<file path="src/rtl/cache_line_mover_if.sv">
// cache_line_mover_if
//   Bundles every handshake/bus signal of the line mover: the request channel,
//   the victim-word stream, the fill-word stream, the done pulse and the
//   memory port.
//   modport master : the engine (drives req_ready, wb_ready, fill_*, done, mem_* requests)
//   modport slave  : the environment (cache controller + main memory)
interface cache_line_mover_if #(
  parameter int DATA_WIDTH = 32,
  parameter int ADDR_WIDTH = 32,
  parameter int WORDS      = 32
);
  localparam int IDX_W = $clog2(WORDS);

  logic                  req_valid;
  logic                  req_ready;
  logic                  req_wb;
  logic                  req_fill;
  logic [ADDR_WIDTH-1:0] req_wb_addr;
  logic [ADDR_WIDTH-1:0] req_fill_addr;

  logic                  wb_valid;
  logic                  wb_ready;
  logic [DATA_WIDTH-1:0] wb_data;

  logic                  fill_valid;
  logic                  fill_ready;
  logic [IDX_W-1:0]      fill_idx;
  logic [DATA_WIDTH-1:0] fill_data;

  logic                  done;

  logic                  mem_ren;
  logic                  mem_wen;
  logic [ADDR_WIDTH-1:0] mem_addr;
  logic [DATA_WIDTH-1:0] mem_din;
  logic [DATA_WIDTH-1:0] mem_dout;
  logic                  mem_ack;

  modport master (
    input  req_valid, req_wb, req_fill, req_wb_addr, req_fill_addr,
           wb_valid, wb_data, fill_ready, mem_dout, mem_ack,
    output req_ready, wb_ready, fill_valid, fill_idx, fill_data, done,
           mem_ren, mem_wen, mem_addr, mem_din
  );

  modport slave (
    output req_valid, req_wb, req_fill, req_wb_addr, req_fill_addr,
           wb_valid, wb_data, fill_ready, mem_dout, mem_ack,
    input  req_ready, wb_ready, fill_valid, fill_idx, fill_data, done,
           mem_ren, mem_wen, mem_addr, mem_din
  );
endinterface

</file>
<file path="src/rtl/cache_line_mover.sv">
// cache_line_mover
//   Block-transfer engine between the cache controller and main memory.
//   One request per miss: optionally collects the dirty victim line into the
//   block buffer and writes it back word by word, then optionally reads the
//   new line from memory and streams it to the cache, ending with a done pulse.
//   Ports:
//     clk   : clock, rising edge
//     rst_n : asynchronous active-low reset
//     bus   : cache_line_mover_if.master (request, victim stream, fill stream,
//             done, memory port)
//   Build option: define CRITICAL_WORD_FIRST_EN to start the fill reads and
//   drain at the missed word (req_fill_addr[OFFSET_BITS-1:2]) and wrap.
//   All outputs are registered; they are computed from next-state values so a
//   request accepted at edge N shows its first state's outputs right after N.
module cache_line_mover #(
  parameter int DATA_WIDTH  = 32,
  parameter int ADDR_WIDTH  = 32,
  parameter int WORDS       = 32,
  parameter int OFFSET_BITS = 7
) (
  input logic                clk,
  input logic                rst_n,
  cache_line_mover_if.master bus
);
  localparam int IDX_W = $clog2(WORDS);
  localparam logic [ADDR_WIDTH-1:0] LINE_MASK =
    ~ADDR_WIDTH'((64'd1 << OFFSET_BITS) - 64'd1);
  localparam logic [IDX_W:0] CNT_LAST = (IDX_W+1)'(WORDS - 1);

  typedef enum logic [2:0] {
    IDLE, WB_COLLECT, WB_WRITE, FILL_READ, FILL_DRAIN, DONE
  } state_e;

  state_e                state_q, state_d;
  logic [IDX_W:0]        cnt_q, cnt_d;
  logic [ADDR_WIDTH-1:0] wb_base_q, wb_base_d, fill_base_q, fill_base_d;
  logic                  fill_en_q, fill_en_d;
  logic [IDX_W-1:0]      crit_d;
  logic                  accept, last;

  logic                  buf_we;
  logic [IDX_W-1:0]      buf_widx;
  logic [DATA_WIDTH-1:0] buf_wdata;
  logic [DATA_WIDTH-1:0] buf_q [WORDS];

  logic [IDX_W-1:0]      rd_idx, wr_idx;
  logic [DATA_WIDTH-1:0] fill_word, wb_word;

  logic                  req_ready_q, req_ready_d, wb_ready_q, wb_ready_d;
  logic                  fill_valid_q, fill_valid_d, done_q, done_d;
  logic [IDX_W-1:0]      fill_idx_q, fill_idx_d;
  logic [DATA_WIDTH-1:0] fill_data_q, fill_data_d, mem_din_q, mem_din_d;
  logic                  mem_ren_q, mem_ren_d, mem_wen_q, mem_wen_d;
  logic [ADDR_WIDTH-1:0] mem_addr_q, mem_addr_d;

  function automatic logic [IDX_W-1:0] idx_f(input logic [IDX_W-1:0] c,
                                             input logic [IDX_W-1:0] crit);
    return c + crit;  // wraps modulo WORDS
  endfunction

  assign accept = (state_q == IDLE) && bus.req_valid;
  assign last   = (cnt_q == CNT_LAST);

  assign wb_base_d   = accept ? (bus.req_wb_addr & LINE_MASK)   : wb_base_q;
  assign fill_base_d = accept ? (bus.req_fill_addr & LINE_MASK) : fill_base_q;
  assign fill_en_d   = accept ? bus.req_fill : fill_en_q;

`ifdef CRITICAL_WORD_FIRST_EN
  logic [IDX_W-1:0] crit_q;
  assign crit_d = accept ? bus.req_fill_addr[OFFSET_BITS-1:2] : crit_q;
  always_ff @(posedge clk or negedge rst_n) begin
    if (!rst_n) crit_q <= '0;
    else        crit_q <= crit_d;
  end
`else
  assign crit_d = '0;
`endif

  // State register and registered outputs
  always_ff @(posedge clk or negedge rst_n) begin
    if (!rst_n) begin
      state_q      <= IDLE;
      cnt_q        <= '0;
      wb_base_q    <= '0;
      fill_base_q  <= '0;
      fill_en_q    <= 1'b0;
      req_ready_q  <= 1'b1;
      wb_ready_q   <= 1'b0;
      fill_valid_q <= 1'b0;
      fill_idx_q   <= '0;
      fill_data_q  <= '0;
      done_q       <= 1'b0;
      mem_ren_q    <= 1'b0;
      mem_wen_q    <= 1'b0;
      mem_addr_q   <= '0;
      mem_din_q    <= '0;
    end else begin
      state_q      <= state_d;
      cnt_q        <= cnt_d;
      wb_base_q    <= wb_base_d;
      fill_base_q  <= fill_base_d;
      fill_en_q    <= fill_en_d;
      req_ready_q  <= req_ready_d;
      wb_ready_q   <= wb_ready_d;
      fill_valid_q <= fill_valid_d;
      fill_idx_q   <= fill_idx_d;
      fill_data_q  <= fill_data_d;
      done_q       <= done_d;
      mem_ren_q    <= mem_ren_d;
      mem_wen_q    <= mem_wen_d;
      mem_addr_q   <= mem_addr_d;
      mem_din_q    <= mem_din_d;
    end
  end

  // Block buffer has no reset; contents are don't-care between transactions
  always_ff @(posedge clk) begin
    if (buf_we) buf_q[buf_widx] <= buf_wdata;
  end

  // Next-state and buffer-write logic
  always_comb begin
    state_d   = state_q;
    cnt_d     = cnt_q;
    buf_we    = 1'b0;
    buf_widx  = '0;
    buf_wdata = '0;
    case (state_q)
      IDLE: begin
        if (bus.req_valid) begin
          cnt_d = '0;
          if (bus.req_wb)        state_d = WB_COLLECT;
          else if (bus.req_fill) state_d = FILL_READ;
          else                   state_d = DONE;
        end
      end
      WB_COLLECT: begin
        if (bus.wb_valid) begin
          buf_we    = 1'b1;
          buf_widx  = cnt_q[IDX_W-1:0];
          buf_wdata = bus.wb_data;
          if (last) begin
            cnt_d   = '0;
            state_d = WB_WRITE;
          end else begin
            cnt_d = cnt_q + 1'b1;
          end
        end
      end
      WB_WRITE: begin
        if (bus.mem_ack) begin
          if (last) begin
            cnt_d   = '0;
            state_d = fill_en_q ? FILL_READ : DONE;
          end else begin
            cnt_d = cnt_q + 1'b1;
          end
        end
      end
      FILL_READ: begin
        if (bus.mem_ack) begin
          buf_we    = 1'b1;
          buf_widx  = idx_f(cnt_q[IDX_W-1:0], crit_d);
          buf_wdata = bus.mem_dout;
          if (last) begin
            cnt_d   = '0;
            state_d = FILL_DRAIN;
          end else begin
            cnt_d = cnt_q + 1'b1;
          end
        end
      end
      FILL_DRAIN: begin
        if (bus.fill_ready) begin
          if (last) begin
            cnt_d   = '0;
            state_d = DONE;
          end else begin
            cnt_d = cnt_q + 1'b1;
          end
        end
      end
      DONE:    state_d = IDLE;
      default: state_d = IDLE;
    endcase
  end

  // Output decode from next state. Buffer reads forward the word being
  // written this cycle so the first word after a phase change is never stale.
  always_comb begin
    rd_idx       = idx_f(cnt_d[IDX_W-1:0], crit_d);
    wr_idx       = cnt_d[IDX_W-1:0];
    fill_word    = (buf_we && buf_widx == rd_idx) ? buf_wdata : buf_q[rd_idx];
    wb_word      = (buf_we && buf_widx == wr_idx) ? buf_wdata : buf_q[wr_idx];
    req_ready_d  = (state_d == IDLE);
    wb_ready_d   = (state_d == WB_COLLECT);
    fill_valid_d = 1'b0;
    fill_idx_d   = '0;
    fill_data_d  = '0;
    done_d       = (state_d == DONE);
    mem_ren_d    = 1'b0;
    mem_wen_d    = 1'b0;
    mem_addr_d   = '0;
    mem_din_d    = '0;
    case (state_d)
      WB_WRITE: begin
        mem_wen_d  = 1'b1;
        mem_addr_d = wb_base_d + ADDR_WIDTH'({wr_idx, 2'b00});
        mem_din_d  = wb_word;
      end
      FILL_READ: begin
        mem_ren_d  = 1'b1;
        mem_addr_d = fill_base_d + ADDR_WIDTH'({rd_idx, 2'b00});
      end
      FILL_DRAIN: begin
        fill_valid_d = 1'b1;
        fill_idx_d   = rd_idx;
        fill_data_d  = fill_word;
      end
      default: ;
    endcase
  end

  assign bus.req_ready  = req_ready_q;
  assign bus.wb_ready   = wb_ready_q;
  assign bus.fill_valid = fill_valid_q;
  assign bus.fill_idx   = fill_idx_q;
  assign bus.fill_data  = fill_data_q;
  assign bus.done       = done_q;
  assign bus.mem_ren    = mem_ren_q;
  assign bus.mem_wen    = mem_wen_q;
  assign bus.mem_addr   = mem_addr_q;
  assign bus.mem_din    = mem_din_q;
endmodule
</file>
<file path="src/flat_wrapper.sv">
// flat-port wrapper written by rule: the top's interface ports become plain ports
module cache_line_mover_flat 
#(
  parameter int DATA_WIDTH  = 32,
  parameter int ADDR_WIDTH  = 32,
  parameter int WORDS       = 32,
  parameter int OFFSET_BITS = 7
)
  (clk, rst_n, bus_req_valid, bus_req_wb, bus_req_fill, bus_req_wb_addr, bus_req_fill_addr, bus_wb_valid, bus_wb_data, bus_fill_ready, bus_mem_dout, bus_mem_ack, bus_req_ready, bus_wb_ready, bus_fill_valid, bus_fill_idx, bus_fill_data, bus_done, bus_mem_ren, bus_mem_wen, bus_mem_addr, bus_mem_din);
  cache_line_mover_if #(.DATA_WIDTH(DATA_WIDTH), .ADDR_WIDTH(ADDR_WIDTH), .WORDS(WORDS)) bus_i ();
  input logic clk;
  input logic rst_n;
  input wire logic [$bits(bus_i.req_valid)-1:0] bus_req_valid;
  input wire logic [$bits(bus_i.req_wb)-1:0] bus_req_wb;
  input wire logic [$bits(bus_i.req_fill)-1:0] bus_req_fill;
  input wire logic [$bits(bus_i.req_wb_addr)-1:0] bus_req_wb_addr;
  input wire logic [$bits(bus_i.req_fill_addr)-1:0] bus_req_fill_addr;
  input wire logic [$bits(bus_i.wb_valid)-1:0] bus_wb_valid;
  input wire logic [$bits(bus_i.wb_data)-1:0] bus_wb_data;
  input wire logic [$bits(bus_i.fill_ready)-1:0] bus_fill_ready;
  input wire logic [$bits(bus_i.mem_dout)-1:0] bus_mem_dout;
  input wire logic [$bits(bus_i.mem_ack)-1:0] bus_mem_ack;
  output wire logic [$bits(bus_i.req_ready)-1:0] bus_req_ready;
  output wire logic [$bits(bus_i.wb_ready)-1:0] bus_wb_ready;
  output wire logic [$bits(bus_i.fill_valid)-1:0] bus_fill_valid;
  output wire logic [$bits(bus_i.fill_idx)-1:0] bus_fill_idx;
  output wire logic [$bits(bus_i.fill_data)-1:0] bus_fill_data;
  output wire logic [$bits(bus_i.done)-1:0] bus_done;
  output wire logic [$bits(bus_i.mem_ren)-1:0] bus_mem_ren;
  output wire logic [$bits(bus_i.mem_wen)-1:0] bus_mem_wen;
  output wire logic [$bits(bus_i.mem_addr)-1:0] bus_mem_addr;
  output wire logic [$bits(bus_i.mem_din)-1:0] bus_mem_din;
  assign bus_i.req_valid = bus_req_valid;
  assign bus_i.req_wb = bus_req_wb;
  assign bus_i.req_fill = bus_req_fill;
  assign bus_i.req_wb_addr = bus_req_wb_addr;
  assign bus_i.req_fill_addr = bus_req_fill_addr;
  assign bus_i.wb_valid = bus_wb_valid;
  assign bus_i.wb_data = bus_wb_data;
  assign bus_i.fill_ready = bus_fill_ready;
  assign bus_i.mem_dout = bus_mem_dout;
  assign bus_i.mem_ack = bus_mem_ack;
  assign bus_req_ready = bus_i.req_ready;
  assign bus_wb_ready = bus_i.wb_ready;
  assign bus_fill_valid = bus_i.fill_valid;
  assign bus_fill_idx = bus_i.fill_idx;
  assign bus_fill_data = bus_i.fill_data;
  assign bus_done = bus_i.done;
  assign bus_mem_ren = bus_i.mem_ren;
  assign bus_mem_wen = bus_i.mem_wen;
  assign bus_mem_addr = bus_i.mem_addr;
  assign bus_mem_din = bus_i.mem_din;
  cache_line_mover #(.DATA_WIDTH(DATA_WIDTH), .ADDR_WIDTH(ADDR_WIDTH), .WORDS(WORDS), .OFFSET_BITS(OFFSET_BITS)) u_core (.clk(clk), .rst_n(rst_n), .bus(bus_i));
endmodule
</file>
<file path="config.mk">
export PLATFORM = sky130hd
export DESIGN_NAME = cache_line_mover_flat
export DESIGN_NICKNAME = d
export VERILOG_FILES = /design/src/rtl/cache_line_mover_if.sv /design/src/rtl/cache_line_mover.sv /design/src/flat_wrapper.sv
export SDC_FILE = /design/constraint.sdc
export NUM_CORES = 1
export LEC_CHECK = 0
export ABC_AREA = 1
export BUFFER_PORTS_ARGS = -buffer_cell sky130_fd_sc_hd__buf_2
export CORE_MARGIN = 3
export CORE_UTILIZATION = 40
export DETAILED_ROUTE_END_ITERATION = 8
export GPL_ROUTABILITY_DRIVEN = 0
export GPL_TIMING_DRIVEN = 0
export SYNTH_ARGS = -nofsm -noshare
export SYNTH_HDL_FRONTEND = slang
export SYNTH_SLANG_ARGS = --single-unit
</file>
<file path="constraint.sdc">
create_clock -name clk -period 6.15 [get_ports clk]
set_clock_uncertainty 0.15 [all_clocks]
set_input_delay 0.9225 -clock clk [delete_from_list [all_inputs] [get_ports clk]]
set_output_delay 0.9225 -clock clk [all_outputs]
set_load 0.01 [all_outputs]
</file>
==> metrics <==
Final Max Tran Viols 0; Final Hold Fails 0; number of top-level pins around 240; Total Routed Length 173000 um; number of max-cap violations 0; share of total power in sequential cells 29.8%; sequential cell area fraction in the yosys report ~69%; met2 Resource Use GR 39.2%; CTS Root Cell sky130_fd_sc_hd__clkbuf_16; Tot GR Track Use between 20% and 30%; Syn Inst Count approximately 4700; Psw 15.5 mW; number of global-route vias before repair 35300; Worst Path Required 6.63 ns; most common cell after layout, fill and taps aside sky130_fd_sc_hd__nand2_1; Setup crit start kind flop; Netlist cell types 44; FFs w/ async S/R, synth 15.0%; pin count of the biggest net entering global routing 110; maximum clock insertion buffer count 3; Final setup violation count 0; number of core rows 130; slowest stage delay, CP 0.45 ns; result of the run completed; Clk Latency, worst-skew pair 0.75 ns; # resized after CTS 0; number of iterations in the first detailed-routing pass 6; Detail Placement HPWL 121000 um; worst min-delay path category in2reg; cell-internal power 18.4 mW; netlist area before placement slightly above 50000 um2; Syn. warnings 0; gr ovfl total 0; Starting Density 40.5%; nets 5216; synth-to-layout area growth 17.3%; Routed WL per cell between 20 and 30 um; fraction of layout instances using a drive strength above 1 ~15%; Gate power share between 40 and 50%; per-instance average area after synthesis between 10 and 15 um2; DR vias/cell approximately 5.5; Clk pwr share 22.6%; Fin Setup TNS 0 ns; fin area about 60000 um2; Residual DRC 0; maximum clock frequency about 190 MHz; number of nets with antenna violations after routing 0; register clock-pin slew on the reported worst setup and hold paths 0.06 ns; slew at the pin with the worst max-slew slack 1.25 ns; DRC violation total after the first TritonRoute iteration 4992; post-synthesis net count 4800; shortest clock period the worst path allows after layout 5.15 ns; grt peak-use layer met2; met3 layer usage reported by global route 5.70%; endpoint arrival time on the critical path 5.63 ns; Die ar. roughly 130000 um2; period utilization 83.7%; category of cells accounting for the largest share of critical-path delay simple AND/OR/NAND/NOR gates; net switching share of the total power 45.7%; RSZ-0062 raised after global routing no; top_reg_cell synth sky130_fd_sc_hd__edfxtp_1; total number of clock tree sinks 1205; initial antenna violation count 19; Max-Slew Margin vs Limit approximately 17%; TritonCTS clock tree yes; number of H-tree levels 4; global-route wire length before repair 243000 um; met1 Resource Use GR 34.6%; number of synthesized register bits roughly 1200; core region area between 100000 and 150000 um2; Die W 364 um; category of the worst setup path capture point flop; buffers and inverters on the worst path 6; ratio of total power to cell area 564 nW/um2; number of enable flip-flop cells after synthesis roughly 1000; number of CTS-inserted buffers ~130; leading cell types in the layout, fill and taps excluded sky130_fd_sc_hd__nand2_1 (1283), sky130_fd_sc_hd__nand3_1 (1035), sky130_fd_sc_hd__edfxtp_1 (1024); vias around 38000; instance area at placement 55900 um2; leakage dissipation 24.3 nW; Crit Path Max Fanout 11; die outline height 364 um; slowest stage cell, crit path sky130_fd_sc_hd__fa_1; Port-buffer cells 228; peak supply drop ~0.37 mV; path type of the worst setup path reg2reg
[flip-flops by register name, summed over array words and instances, names as in the netlist]
register               cells
u_core.bus.mem_din        32
u_core.bus.mem_addr       32
u_core.bus.done            1
u_core.cnt_q               6
u_core.wb_base_q          32
u_core.bus.wb_ready        1
u_core.bus.fill_data      32
u_core.state_q             3
u_core.bus.fill_idx        5
u_core.bus.mem_wen         1
u_core.fill_en_q           1
u_core.bus.mem_ren         1
u_core.bus.fill_valid      1
u_core.buf_q            1024
u_core.fill_base_q        32
u_core.bus.req_ready       1
[path summary, 6_finish.rpt]
check | from | to | slack [ns] | cells past startpoint
hold reg to reg | u_core.fill_base_q[6]$_DFF_PN0_ | u_core.fill_base_q[6]$_DFF_PN0_ | 0.31 | 2
hold / removal | bus_req_fill_addr[21] | u_core.fill_base_q[21]$_DFF_PN0_ | 0.26 | 3
setup / recovery | u_core.state_q[2]$_DFF_PN0_ | u_core.bus.mem_addr[22]$_DFF_PN0_ | 1.00 | 25
min in group asynchronous | rst_n | u_core.fill_base_q[28]$_DFF_PN0_ | 0.58 | 2
setup reg to reg | u_core.state_q[2]$_DFF_PN0_ | u_core.bus.mem_addr[22]$_DFF_PN0_ | 1.00 | 25
max in group asynchronous | rst_n | u_core.bus.mem_din[27]$_DFF_PN0_ | 4.25 | 3
[per-stage QoR]
stage | setup WS (ns) | instances | hold slack, ns | total power [mW] | utilization (%)
after floorplan | 1.93 | 4657 | 0.276 | 19.2 | -
after CTS | 1.09 | 6816 | 0.218 | 33.6 | 47.5
after global placement | 0.537 | 6535 | 0.289 | 25.6 | 43.1
after detailed placement | 0.631 | 6588 | 0.295 | 26.0 | 44.2
after global routing | 0.597 | 6818 | 0.256 | 35.4 | 47.5
final | 1.00 | 6825 | 0.263 | 33.9 | 47.5
[power by group through the flow]
stage,logic (mW),clock network (mW),registers [mW]
global placement,15.3,0,10.3
CTS,15.8,7.73,10.1
detailed placement,15.7,0,10.3
global route,17.2,8.08,10.1
floorplan,8.91,0,10.3
finish,16.1,7.65,10.1
[metal layers]
layer / up-vias / part of all wire (%) / routed length (um)
met1: 18400 / 40 / 68300
met3: 360 / 11 / 19000
met2: 2124 / 44 / 76700
li1: 16900 / - / -
met5: - / 0.012 / 21
met4: 4 / 4.9 / 8510
[synth_stat cells, types with 3 or more instances]
cell / number / share of area [%]
sky130_fd_sc_hd__o22ai_1: 4 / 0.049
sky130_fd_sc_hd__dfrtp_1: 180 / 8.8
sky130_fd_sc_hd__nand3_2: 6 / 0.12
sky130_fd_sc_hd__nor2_4: 6 / 0.13
sky130_fd_sc_hd__xor2_1: 3 / 0.051
sky130_fd_sc_hd__clkbuf_1: 78 / 0.57
sky130_fd_sc_hd__or2_2: 31 / 0.38
sky130_fd_sc_hd__buf_2: 147 / 1.4
sky130_fd_sc_hd__o21ai_1: 9 / 0.088
sky130_fd_sc_hd__inv_1: 265 / 1.9
sky130_fd_sc_hd__nand4_1: 7 / 0.085
sky130_fd_sc_hd__a211oi_1: 5 / 0.073
sky130_fd_sc_hd__nor3_1: 8 / 0.078
sky130_fd_sc_hd__buf_1: 40 / 0.29
sky130_fd_sc_hd__nand2_1: 1283 / 9.4
sky130_fd_sc_hd__nand2_2: 15 / 0.18
sky130_fd_sc_hd__edfxtp_1: 1024 / 60
sky130_fd_sc_hd__buf_6: 10 / 0.22
sky130_fd_sc_hd__nor2_2: 12 / 0.15
sky130_fd_sc_hd__nor2_1: 161 / 1.2
sky130_fd_sc_hd__a21oi_1: 19 / 0.19
sky130_fd_sc_hd__inv_2: 13 / 0.095
sky130_fd_sc_hd__nand3b_1: 161 / 2.4
sky130_fd_sc_hd__buf_4: 24 / 0.35
sky130_fd_sc_hd__nand3_1: 1035 / 10
sky130_fd_sc_hd__a22o_1: 32 / 0.55
sky130_fd_sc_hd__o21ai_0: 51 / 0.50
sky130_fd_sc_hd__ha_1: 6 / 0.15
[timing repair]
item	4_1_cts	5_1_grt
setup buffers	0	0
hold buffers	1	0
endpoints found under the hold margin	30	0
[area by class of cell]
| class | instances | area (um2) |
|---|---|---|
| plain buffers | 299 | 1470 |
| well taps | 1650 | 2060 |
| flip-flops and latches | 1205 | 35300 |
| inverters | 280 | 1050 |
| multi-input cells | 2873 | 13700 |
| repair buffers | 282 | 2370 |
| clock inverters | 49 | 387 |
| clock buffers | 178 | 3760 |
| fillers | 11300 | 66300 |
| diodes | 9 | 22.5 |
[worst reg2reg max path, delay by kind of cell, from the launching register on]
kind / cells / cell delay [ns]
flops: 1 / 0.44
buf+inv: 6 / 1.39
compound gates: 1 / 0.28
fa+ha+maj: 2 / 0.66
simple gates: 16 / 2.10
[cell families (layout without fill, tap and decap cells)]
kind of cell | Yosys count | count (layout) | synth area share, %
compound gates | 128 | 128 | 1.57
xor+xnor | 3 | 3 | 0.0513
fa+ha+maj | 7 | 7 | 0.186
flops | 1205 | 1205 | 68.9
other cells | 0 | 9 | 0
buf+inv | 579 | 1088 | 4.92
simple gates | 2735 | 2735 | 24.4
No activity file was read; power rests on OpenSTA's default activity.
